## config.mk

```make
export PLATFORM = sky130hd
export DESIGN_NAME = mem_arbiter_flat
export DESIGN_NICKNAME = d
export VERILOG_FILES = /design/src/rtl/mem_arbiter_if.sv /design/src/rtl/mem_arbiter.sv /design/src/flat_wrapper.sv
export SDC_FILE = /design/constraint.sdc
export NUM_CORES = 1
export LEC_CHECK = 0
export CORE_MARGIN = 2
export CORE_UTILIZATION = 30
export CTS_BUF_LIST = sky130_fd_sc_hd__clkbuf_16
export DETAILED_ROUTE_END_ITERATION = 12
export GPL_ROUTABILITY_DRIVEN = 0
export PLACE_DENSITY = 0.62
export REMOVE_ABC_BUFFERS = 1
export SLEW_MARGIN = 20
export SYNTH_ARGS = -nofsm -noshare
export SYNTH_HDL_FRONTEND = slang
export SYNTH_SLANG_ARGS = --single-unit
```

## constraint.sdc

```tcl
create_clock -name clk -period 3.5 [get_ports clk]
set_input_delay 0.35 -clock clk [delete_from_list [all_inputs] [get_ports clk]]
set_output_delay 0.35 -clock clk [all_outputs]
set_load 0.05 [all_outputs]
```

## src/rtl/mem_arbiter_if.sv

```systemverilog
// Bus bundle for mem_arbiter: byte-wide RAM/IO bus plus the fetch and load/store
// request channels. master = arbiter side, slave = requesters and memory.
interface mem_arbiter_if #(
    parameter int ADDR_W = 32
);
    logic [7:0]        mem_din;
    logic [7:0]        mem_dout;
    logic [ADDR_W-1:0] mem_a;
    logic              mem_wr;
    logic              io_buffer_full;

    logic              if_req;
    logic [ADDR_W-1:0] if_addr;
    logic              if_ready;
    logic [31:0]       if_data;

    logic              ls_req;
    logic              ls_we;
    logic [1:0]        ls_size;
    logic [ADDR_W-1:0] ls_addr;
    logic [31:0]       ls_wdata;
    logic              ls_ready;
    logic [31:0]       ls_rdata;

    modport master (
        input  mem_din, io_buffer_full,
        input  if_req, if_addr,
        input  ls_req, ls_we, ls_size, ls_addr, ls_wdata,
        output mem_dout, mem_a, mem_wr,
        output if_ready, if_data,
        output ls_ready, ls_rdata
    );

    modport slave (
        output mem_din, io_buffer_full,
        output if_req, if_addr,
        output ls_req, ls_we, ls_size, ls_addr, ls_wdata,
        input  mem_dout, mem_a, mem_wr,
        input  if_ready, if_data,
        input  ls_ready, ls_rdata
    );
endinterface

```

## src/rtl/mem_arbiter.sv

```systemverilog
// Shares one byte-wide RAM/IO bus between instruction fetch and load/store, one byte per cycle.
// Define MEM_ARB_ROUND_ROBIN_EN to alternate tie grants instead of fixed load/store priority.
//
// state   | meaning
// IDLE    | no transfer in flight; grant is decided in this cycle
// IF_RD   | fetch read: byte addresses out, then one final capture cycle
// LS_RD   | load read: same timing as IF_RD, length from ls_size
// LS_WR   | store: one byte per cycle, IO bytes held off while io_buffer_full
module mem_arbiter #(
    parameter int         ADDR_W = 32,
    parameter logic [1:0] IO_SEL = 2'b11
) (
    input logic         clk,
    input logic         rst,
    input logic         rdy,
    input logic         clr,
    mem_arbiter_if.master bus
);
    localparam logic [1:0] S_IDLE  = 2'd0;
    localparam logic [1:0] S_IF_RD = 2'd1;
    localparam logic [1:0] S_LS_RD = 2'd2;
    localparam logic [1:0] S_LS_WR = 2'd3;

    logic [1:0]        state;
    logic [2:0]        cnt;
    logic [2:0]        len;
    logic [2:0]        cnt_p1;
    logic [2:0]        ls_len;
    logic [1:0]        cap_lane;
    logic [1:0]        nxt_lane;
    logic [ADDR_W-1:0] base;
    logic [ADDR_W-1:0] nxt_addr;
    logic [31:0]       wdata;
    logic [31:0]       rbuf;
    logic [31:0]       rd_word;

    logic [ADDR_W-1:0] mem_a_q;
    logic [7:0]        mem_dout_q;
    logic              mem_wr_q;
    logic              if_ready_q;
    logic [31:0]       if_data_q;
    logic              ls_ready_q;
    logic [31:0]       ls_rdata_q;

    logic              if_elig;
    logic              ls_elig;
    logic              pick_ls;
    logic              pick_if;

`ifdef MEM_ARB_ROUND_ROBIN_EN
    logic              last_ls;
`endif

    function automatic logic is_io(input logic [ADDR_W-1:0] a);
        return a[17:16] == IO_SEL;
    endfunction

    always_comb begin
        cnt_p1   = cnt + 3'd1;
        cap_lane = cnt[1:0] - 2'd1;
        nxt_lane = cnt_p1[1:0];
        nxt_addr = base + ADDR_W'(cnt_p1);

        // byte arriving this cycle belongs to the address issued one cycle earlier
        rd_word = rbuf;
        rd_word[{cap_lane, 3'b000} +: 8] = bus.mem_din;

        case (bus.ls_size)
            2'd0:    ls_len = 3'd1;
            2'd1:    ls_len = 3'd2;
            default: ls_len = 3'd4;
        endcase

        // a port whose ready pulse is out right now is not granted again
        if_elig = bus.if_req & ~clr & ~if_ready_q;
        ls_elig = bus.ls_req & ~ls_ready_q;
`ifdef MEM_ARB_ROUND_ROBIN_EN
        pick_ls = ls_elig & (~if_elig | ~last_ls);
`else
        pick_ls = ls_elig;
`endif
        pick_if = if_elig & ~pick_ls;
    end

`ifdef MEM_ARB_ROUND_ROBIN_EN
    always_ff @(posedge clk) begin
        if (rst) begin
            last_ls <= 1'b0;
        end else if (rdy && state == S_IDLE && (pick_ls || pick_if)) begin
            last_ls <= pick_ls;
        end
    end
`endif

    always_ff @(posedge clk) begin
        if (rst) begin
            state      <= S_IDLE;
            cnt        <= 3'd0;
            len        <= 3'd0;
            base       <= '0;
            wdata      <= 32'd0;
            rbuf       <= 32'd0;
            mem_a_q    <= '0;
            mem_dout_q <= 8'd0;
            mem_wr_q   <= 1'b0;
            if_ready_q <= 1'b0;
            if_data_q  <= 32'd0;
            ls_ready_q <= 1'b0;
            ls_rdata_q <= 32'd0;
        end else if (rdy) begin
            if_ready_q <= 1'b0;
            ls_ready_q <= 1'b0;
            case (state)
                S_IDLE: begin
                    mem_wr_q <= 1'b0;
                    if (pick_ls) begin
                        state      <= bus.ls_we ? S_LS_WR : S_LS_RD;
                        cnt        <= 3'd0;
                        len        <= ls_len;
                        base       <= bus.ls_addr;
                        wdata      <= bus.ls_wdata;
                        rbuf       <= 32'd0;
                        mem_a_q    <= bus.ls_addr;
                        mem_dout_q <= bus.ls_wdata[7:0];
                        mem_wr_q   <= bus.ls_we & ~(is_io(bus.ls_addr) & bus.io_buffer_full);
                    end else if (pick_if) begin
                        state   <= S_IF_RD;
                        cnt     <= 3'd0;
                        len     <= 3'd4;
                        base    <= bus.if_addr;
                        rbuf    <= 32'd0;
                        mem_a_q <= bus.if_addr;
                    end
                end

                S_IF_RD, S_LS_RD: begin
                    if (state == S_IF_RD && clr) begin
                        state <= S_IDLE;
                    end else begin
                        if (cnt != 3'd0) begin
                            rbuf <= rd_word;
                        end
                        if (cnt == len) begin
                            state <= S_IDLE;
                            if (state == S_IF_RD) begin
                                if_ready_q <= 1'b1;
                                if_data_q  <= rd_word;
                            end else begin
                                ls_ready_q <= 1'b1;
                                ls_rdata_q <= rd_word;
                            end
                        end else begin
                            cnt <= cnt_p1;
                            if (cnt_p1 < len) begin
                                mem_a_q <= nxt_addr;
                            end
                        end
                    end
                end

                S_LS_WR: begin
                    if (mem_wr_q) begin
                        if (cnt == len - 3'd1) begin
                            state      <= S_IDLE;
                            mem_wr_q   <= 1'b0;
                            ls_ready_q <= 1'b1;
                        end else begin
                            cnt        <= cnt_p1;
                            mem_a_q    <= nxt_addr;
                            mem_dout_q <= wdata[{nxt_lane, 3'b000} +: 8];
                            mem_wr_q   <= ~(is_io(nxt_addr) & bus.io_buffer_full);
                        end
                    end else begin
                        // stalled byte: issue decision uses the flag seen this cycle
                        mem_wr_q <= ~(is_io(mem_a_q) & bus.io_buffer_full);
                    end
                end

                default: state <= S_IDLE;
            endcase
        end
    end

    assign bus.mem_a    = mem_a_q;
    assign bus.mem_dout = mem_dout_q;
    assign bus.mem_wr   = mem_wr_q;
    assign bus.if_ready = if_ready_q;
    assign bus.if_data  = if_data_q;
    assign bus.ls_ready = ls_ready_q;
    assign bus.ls_rdata = ls_rdata_q;
endmodule

```

## src/flat_wrapper.sv

```systemverilog
// flat-port wrapper written by rule: the top's interface ports become plain ports
module mem_arbiter_flat 
#(
    parameter int         ADDR_W = 32,
    parameter logic [1:0] IO_SEL = 2'b11
)
  (clk, rst, rdy, clr, bus_mem_din, bus_io_buffer_full, bus_if_req, bus_if_addr, bus_ls_req, bus_ls_we, bus_ls_size, bus_ls_addr, bus_ls_wdata, bus_mem_dout, bus_mem_a, bus_mem_wr, bus_if_ready, bus_if_data, bus_ls_ready, bus_ls_rdata);
  mem_arbiter_if #(.ADDR_W(ADDR_W)) bus_i ();
  input logic clk;
  input logic rst;
  input logic rdy;
  input logic clr;
  input wire logic [$bits(bus_i.mem_din)-1:0] bus_mem_din;
  input wire logic [$bits(bus_i.io_buffer_full)-1:0] bus_io_buffer_full;
  input wire logic [$bits(bus_i.if_req)-1:0] bus_if_req;
  input wire logic [$bits(bus_i.if_addr)-1:0] bus_if_addr;
  input wire logic [$bits(bus_i.ls_req)-1:0] bus_ls_req;
  input wire logic [$bits(bus_i.ls_we)-1:0] bus_ls_we;
  input wire logic [$bits(bus_i.ls_size)-1:0] bus_ls_size;
  input wire logic [$bits(bus_i.ls_addr)-1:0] bus_ls_addr;
  input wire logic [$bits(bus_i.ls_wdata)-1:0] bus_ls_wdata;
  output wire logic [$bits(bus_i.mem_dout)-1:0] bus_mem_dout;
  output wire logic [$bits(bus_i.mem_a)-1:0] bus_mem_a;
  output wire logic [$bits(bus_i.mem_wr)-1:0] bus_mem_wr;
  output wire logic [$bits(bus_i.if_ready)-1:0] bus_if_ready;
  output wire logic [$bits(bus_i.if_data)-1:0] bus_if_data;
  output wire logic [$bits(bus_i.ls_ready)-1:0] bus_ls_ready;
  output wire logic [$bits(bus_i.ls_rdata)-1:0] bus_ls_rdata;
  assign bus_i.mem_din = bus_mem_din;
  assign bus_i.io_buffer_full = bus_io_buffer_full;
  assign bus_i.if_req = bus_if_req;
  assign bus_i.if_addr = bus_if_addr;
  assign bus_i.ls_req = bus_ls_req;
  assign bus_i.ls_we = bus_ls_we;
  assign bus_i.ls_size = bus_ls_size;
  assign bus_i.ls_addr = bus_ls_addr;
  assign bus_i.ls_wdata = bus_ls_wdata;
  assign bus_mem_dout = bus_i.mem_dout;
  assign bus_mem_a = bus_i.mem_a;
  assign bus_mem_wr = bus_i.mem_wr;
  assign bus_if_ready = bus_i.if_ready;
  assign bus_if_data = bus_i.if_data;
  assign bus_ls_ready = bus_i.ls_ready;
  assign bus_ls_rdata = bus_i.ls_rdata;
  mem_arbiter #(.ADDR_W(ADDR_W), .IO_SEL(IO_SEL)) u_core (.clk(clk), .rst(rst), .rdy(rdy), .clr(clr), .bus(bus_i));
endmodule
```

==> qor.yml <==
ys.flop_type: "dfxtp_1"
setup_viol: 0
timing.fmax_ghz: 0.313
post_cts_resized: 0
hold_slack_ns: 0.340
p_int_uw: 4930
slew_violations: 0
clock_path_buffers: 3
postPlaceCellArea_sq_um: 12300
syn_to_final_growth_pct: 35.7
cp_slowest_cell: "o211ai_1"
slew_headroom_pct: 35.5
globalRouteOverflowTotal: 0
rsz0062_at_grt: "false"
worstSetupPathType: "reg -> reg"
r2r_slack_ns: 0.31
first_iter_violations: 558
mappedNetlistArea_sq_um: 9730
insertion_delay_ns: 0.52
h-tree-depth: 1
cts.sinks: 211
grt_pass1_vias: 8288
outcome: "finished clean"
power_frac_comb_pct: 22.8
clock_skew_ns: 0.00775
async_reset_ff_share_pct: 0
antennaDiodeCount: 0
die-area_sq_um: 33900
sequentialPowerShare_pct: 38.2
critPathMaxFanout: 9
fin_ws_ns: 0.309
syn_avg_cell_area_sq_um: 8.62
crit_required_ns: 3.87
muxShareOfSynthArea_pct: 6.30
die_w_um: 184
reg2reg_to: "u_core.bus.mem_a[31]$_SDFFE_PP0P_"
synth_seq_area_share_pct: 43.4
synth_top_family_by_area: "simple AND/OR/NAND/NOR gates"
synth-adder-area-share_pct: 2.26
final_area_sq_um: 13200
grt_max_degree: 104
power_uw: 7150
grtUsageTotal_pct: 16.3
multiInputGateArea_sq_um: 5120
num_rows: 65
startpoint_type: "flip-flop"
setup.worst_path.end_class: "flip-flop"
setup_tns_ns: 0
regArea_sq_um: 4220
post_cts_buffers: 0
critical_path.top_delay_family: "compound AO/OA/AOI/OAI gates"
reg2regPathDepth: 10
place_hpwl_um: 19200
worst_pin_slew_ns: 0.968
timing.final.crit_share_pct: 91.2
leakage_uw: 0.00462
dieHeight_um: 184
cts_buffers: 25
hold_path_class: "in -> reg"
synth_simple_gate_area_share_pct: 20.3
syn_inst: 1128
cts_tree: "built"
postRouteAntennaNets: 0
synth_warnings: 0
synth_edf_count: 0
switching_share_pct: 31.0
drv_cap: 0
fillCellCount: 3083
powerDensity_nw_per_um2: 541
ir_worst_vdd_v: 0.000336
synth_compound_area_share_pct: 19.9
viasPerCell: 4.98
synth_seq_cells: 211
drive_gt1_share_pct: 7.67
cp_slowest_stage_delay_ns: 0.59
clk_pin_slew_worst_paths_ns: 0.06
core_area_sq_um: 31700
io_buffers: 220
avgRoutedWirePerCell_um: 16.1
io_pins: 221
holdPathStages: 2
p_clk_share_pct: 39.0
cp_cell_sequence: "inv_1 -> ha_1 -> ha_1 -> a21o_1 -> o211ai_1 -> buf_4 -> nor4_1 -> xor2_1 -> o211ai_1 -> a21oi_1"
nets: 1442
fin_crit_ns: 3.19
start_util_pct: 30.7
finalHoldViolCount: 0
dr.pass1.iters: 5
vias: 8617
cts_root_buf: "clkbuf_16"
p_switching_uw: 2220
hold_start: "rst"
min_to: "u_core.bus.mem_a[3]$_SDFFE_PP0P_"
postCtsHoldBufs: 0
grt_pass1_wl_um: 44700
cp.arrival_ns: 3.56
antenna_found_initial: 0
wl_um: 27900
drc_errors: 0
path_buf_inv: 2
dp_slack_ns: 0.309
r2r-start: "u_core.cnt[0]$_SDFFE_PP0P_"
synthXorXnorAreaFrac_pct: 3.29
yosysUniqueCellTypes: 63
[cell usage in the layout (no fill, tap or decap), types with 4 or more instances in the layout]
cell,synthesis,final
mux2i_1,41,41
o2bb2ai_2,5,5
nand4_1,5,5
clkdlybuf4s50_1,0,219
nand2_1,154,154
o21ai_1,6,6
o211ai_1,8,8
buf_4,2,19
nand2b_1,6,6
clkinv_2,0,4
mux4_2,8,8
nand3_1,12,12
bufinv_16,0,6
nor4_1,7,7
nor4_2,6,6
o2bb2ai_1,18,18
nor3_1,11,10
xor2_1,23,23
clkbuf_16,0,25
nor2_1,123,120
a211oi_1,107,107
clkinv_1,0,5
or3_1,33,33
xnor2_1,11,11
inv_1,19,21
nor2b_1,35,34
a21oi_1,112,111
o21ai_0,22,22
ha_1,16,15
dfxtp_1,211,211
[logic make-up after synthesis]
kind of cell,after synthesis
mux,51
compound gates,295
xor+xnor,35
simple gates,414
fa+ha+maj,17
buf+inv,105
flops,211
[layer usage]
metal | GRT usage, % | part of all wire [%] | vias up
met5 | 0 | 0 | -
met4 | 4.22 | 2.3 | 0
met3 | 3.07 | 5.1 | 43
met2 | 27.3 | 46 | 193
met1 | 21.7 | 46 | 4023
li1 | - | - | 4358
[metrics by stage]
stage	instances	util (%)
after CTS	1731	41.6
after global routing	1731	41.6
after floorplan	1042	-
after global placement	1686	38.8
final	1731	41.6
after detailed placement	1686	38.8
[sequential cells by signal, summed over array words and instances, names as in the netlist, 3 cells and up]
| name | flops |
|---|---|
| u_core.base | 32 |
| u_core.bus.if_data | 32 |
| u_core.bus.ls_rdata | 32 |
| u_core.bus.mem_a | 32 |
| u_core.bus.mem_dout | 8 |
| u_core.cnt | 3 |
| u_core.len | 3 |
| u_core.rbuf | 32 |
| u_core.wdata | 32 |
[layout make-up]
type | count | area share [%]
timing repair buffer | 242 | 18.2
sequential | 211 | 32.0
multi-input combinational | 812 | 38.8
tap | 402 | 3.81
clock buffer | 25 | 4.74
clock inverter | 20 | 1.90
inverter | 19 | 0.540
[how the worst max path moves through the flow]
| stage | startpoint | endpoint | cells after the start |
|---|---|---|---|
| 6_report | u_core.cnt[0]$_SDFFE_PP0P_ | u_core.bus.mem_a[31]$_SDFFE_PP0P_ | 10 |
| 5_1_grt | u_core.cnt[0]$_SDFFE_PP0P_ | u_core.bus.mem_a[31]$_SDFFE_PP0P_ | 10 |
| 4_1_cts | u_core.cnt[0]$_SDFFE_PP0P_ | u_core.bus.mem_a[31]$_SDFFE_PP0P_ | 10 |
| 3_5_place_dp | u_core.cnt[0]$_SDFFE_PP0P_ | u_core.bus.mem_a[31]$_SDFFE_PP0P_ | 10 |
| 3_3_place_gp | u_core.cnt[0]$_SDFFE_PP0P_ | u_core.bus.mem_a[31]$_SDFFE_PP0P_ | 10 |
| 2_1_floorplan | u_core.cnt[0]$_SDFFE_PP0P_ | u_core.bus.if_data[0]$_SDFFE_PP0P_ | 5 |
[power by group through the flow]
stage                     combinational [uW]  clock (uW)  sequential, uW
after global placement                  1620           0            2780
after detailed placement                1640           0            2780
after CTS                               1640        2850            2730
after global routing                    1770        2940            2750
after floorplan                          623           0            3130
final                                   1630        2790            2730
[cells in the mapped netlist (all sizes together), types with 2 or more instances]
| cell | count | area, sq um |
|---|---|---|
| dfxtp | 211 | 4220 |
| nor2 | 123 | 462 |
| a21oi | 112 | 561 |
| mux2 | 2 | 22.5 |
| clkbuf | 61 | 229 |
| nand2 | 154 | 578 |
| a21o | 3 | 22.5 |
| xor2 | 23 | 201 |
| and4 | 3 | 26.3 |
| o21ai | 28 | 140 |
| buf | 25 | 133 |
| nor3 | 12 | 65.1 |
| mux2i | 41 | 410 |
| xnor2 | 11 | 96.3 |
| a211oi | 108 | 816 |
| or2 | 2 | 12.5 |
| or3 | 33 | 206 |
| inv | 19 | 71.3 |
| nand2b | 6 | 37.5 |
| nand4 | 7 | 65.1 |
| nor2b | 35 | 219 |
| a21boi | 2 | 15.0 |
| nand3 | 13 | 70.1 |
| and3 | 3 | 18.8 |
| nor4b | 3 | 38.8 |
| nand3b | 2 | 15.0 |
| ha | 16 | 200 |
| mux4 | 8 | 180 |
| nor4 | 13 | 119 |
| o2bb2ai | 23 | 233 |
| o211ai | 8 | 60.1 |
Power figures use the tool's default switching activity.
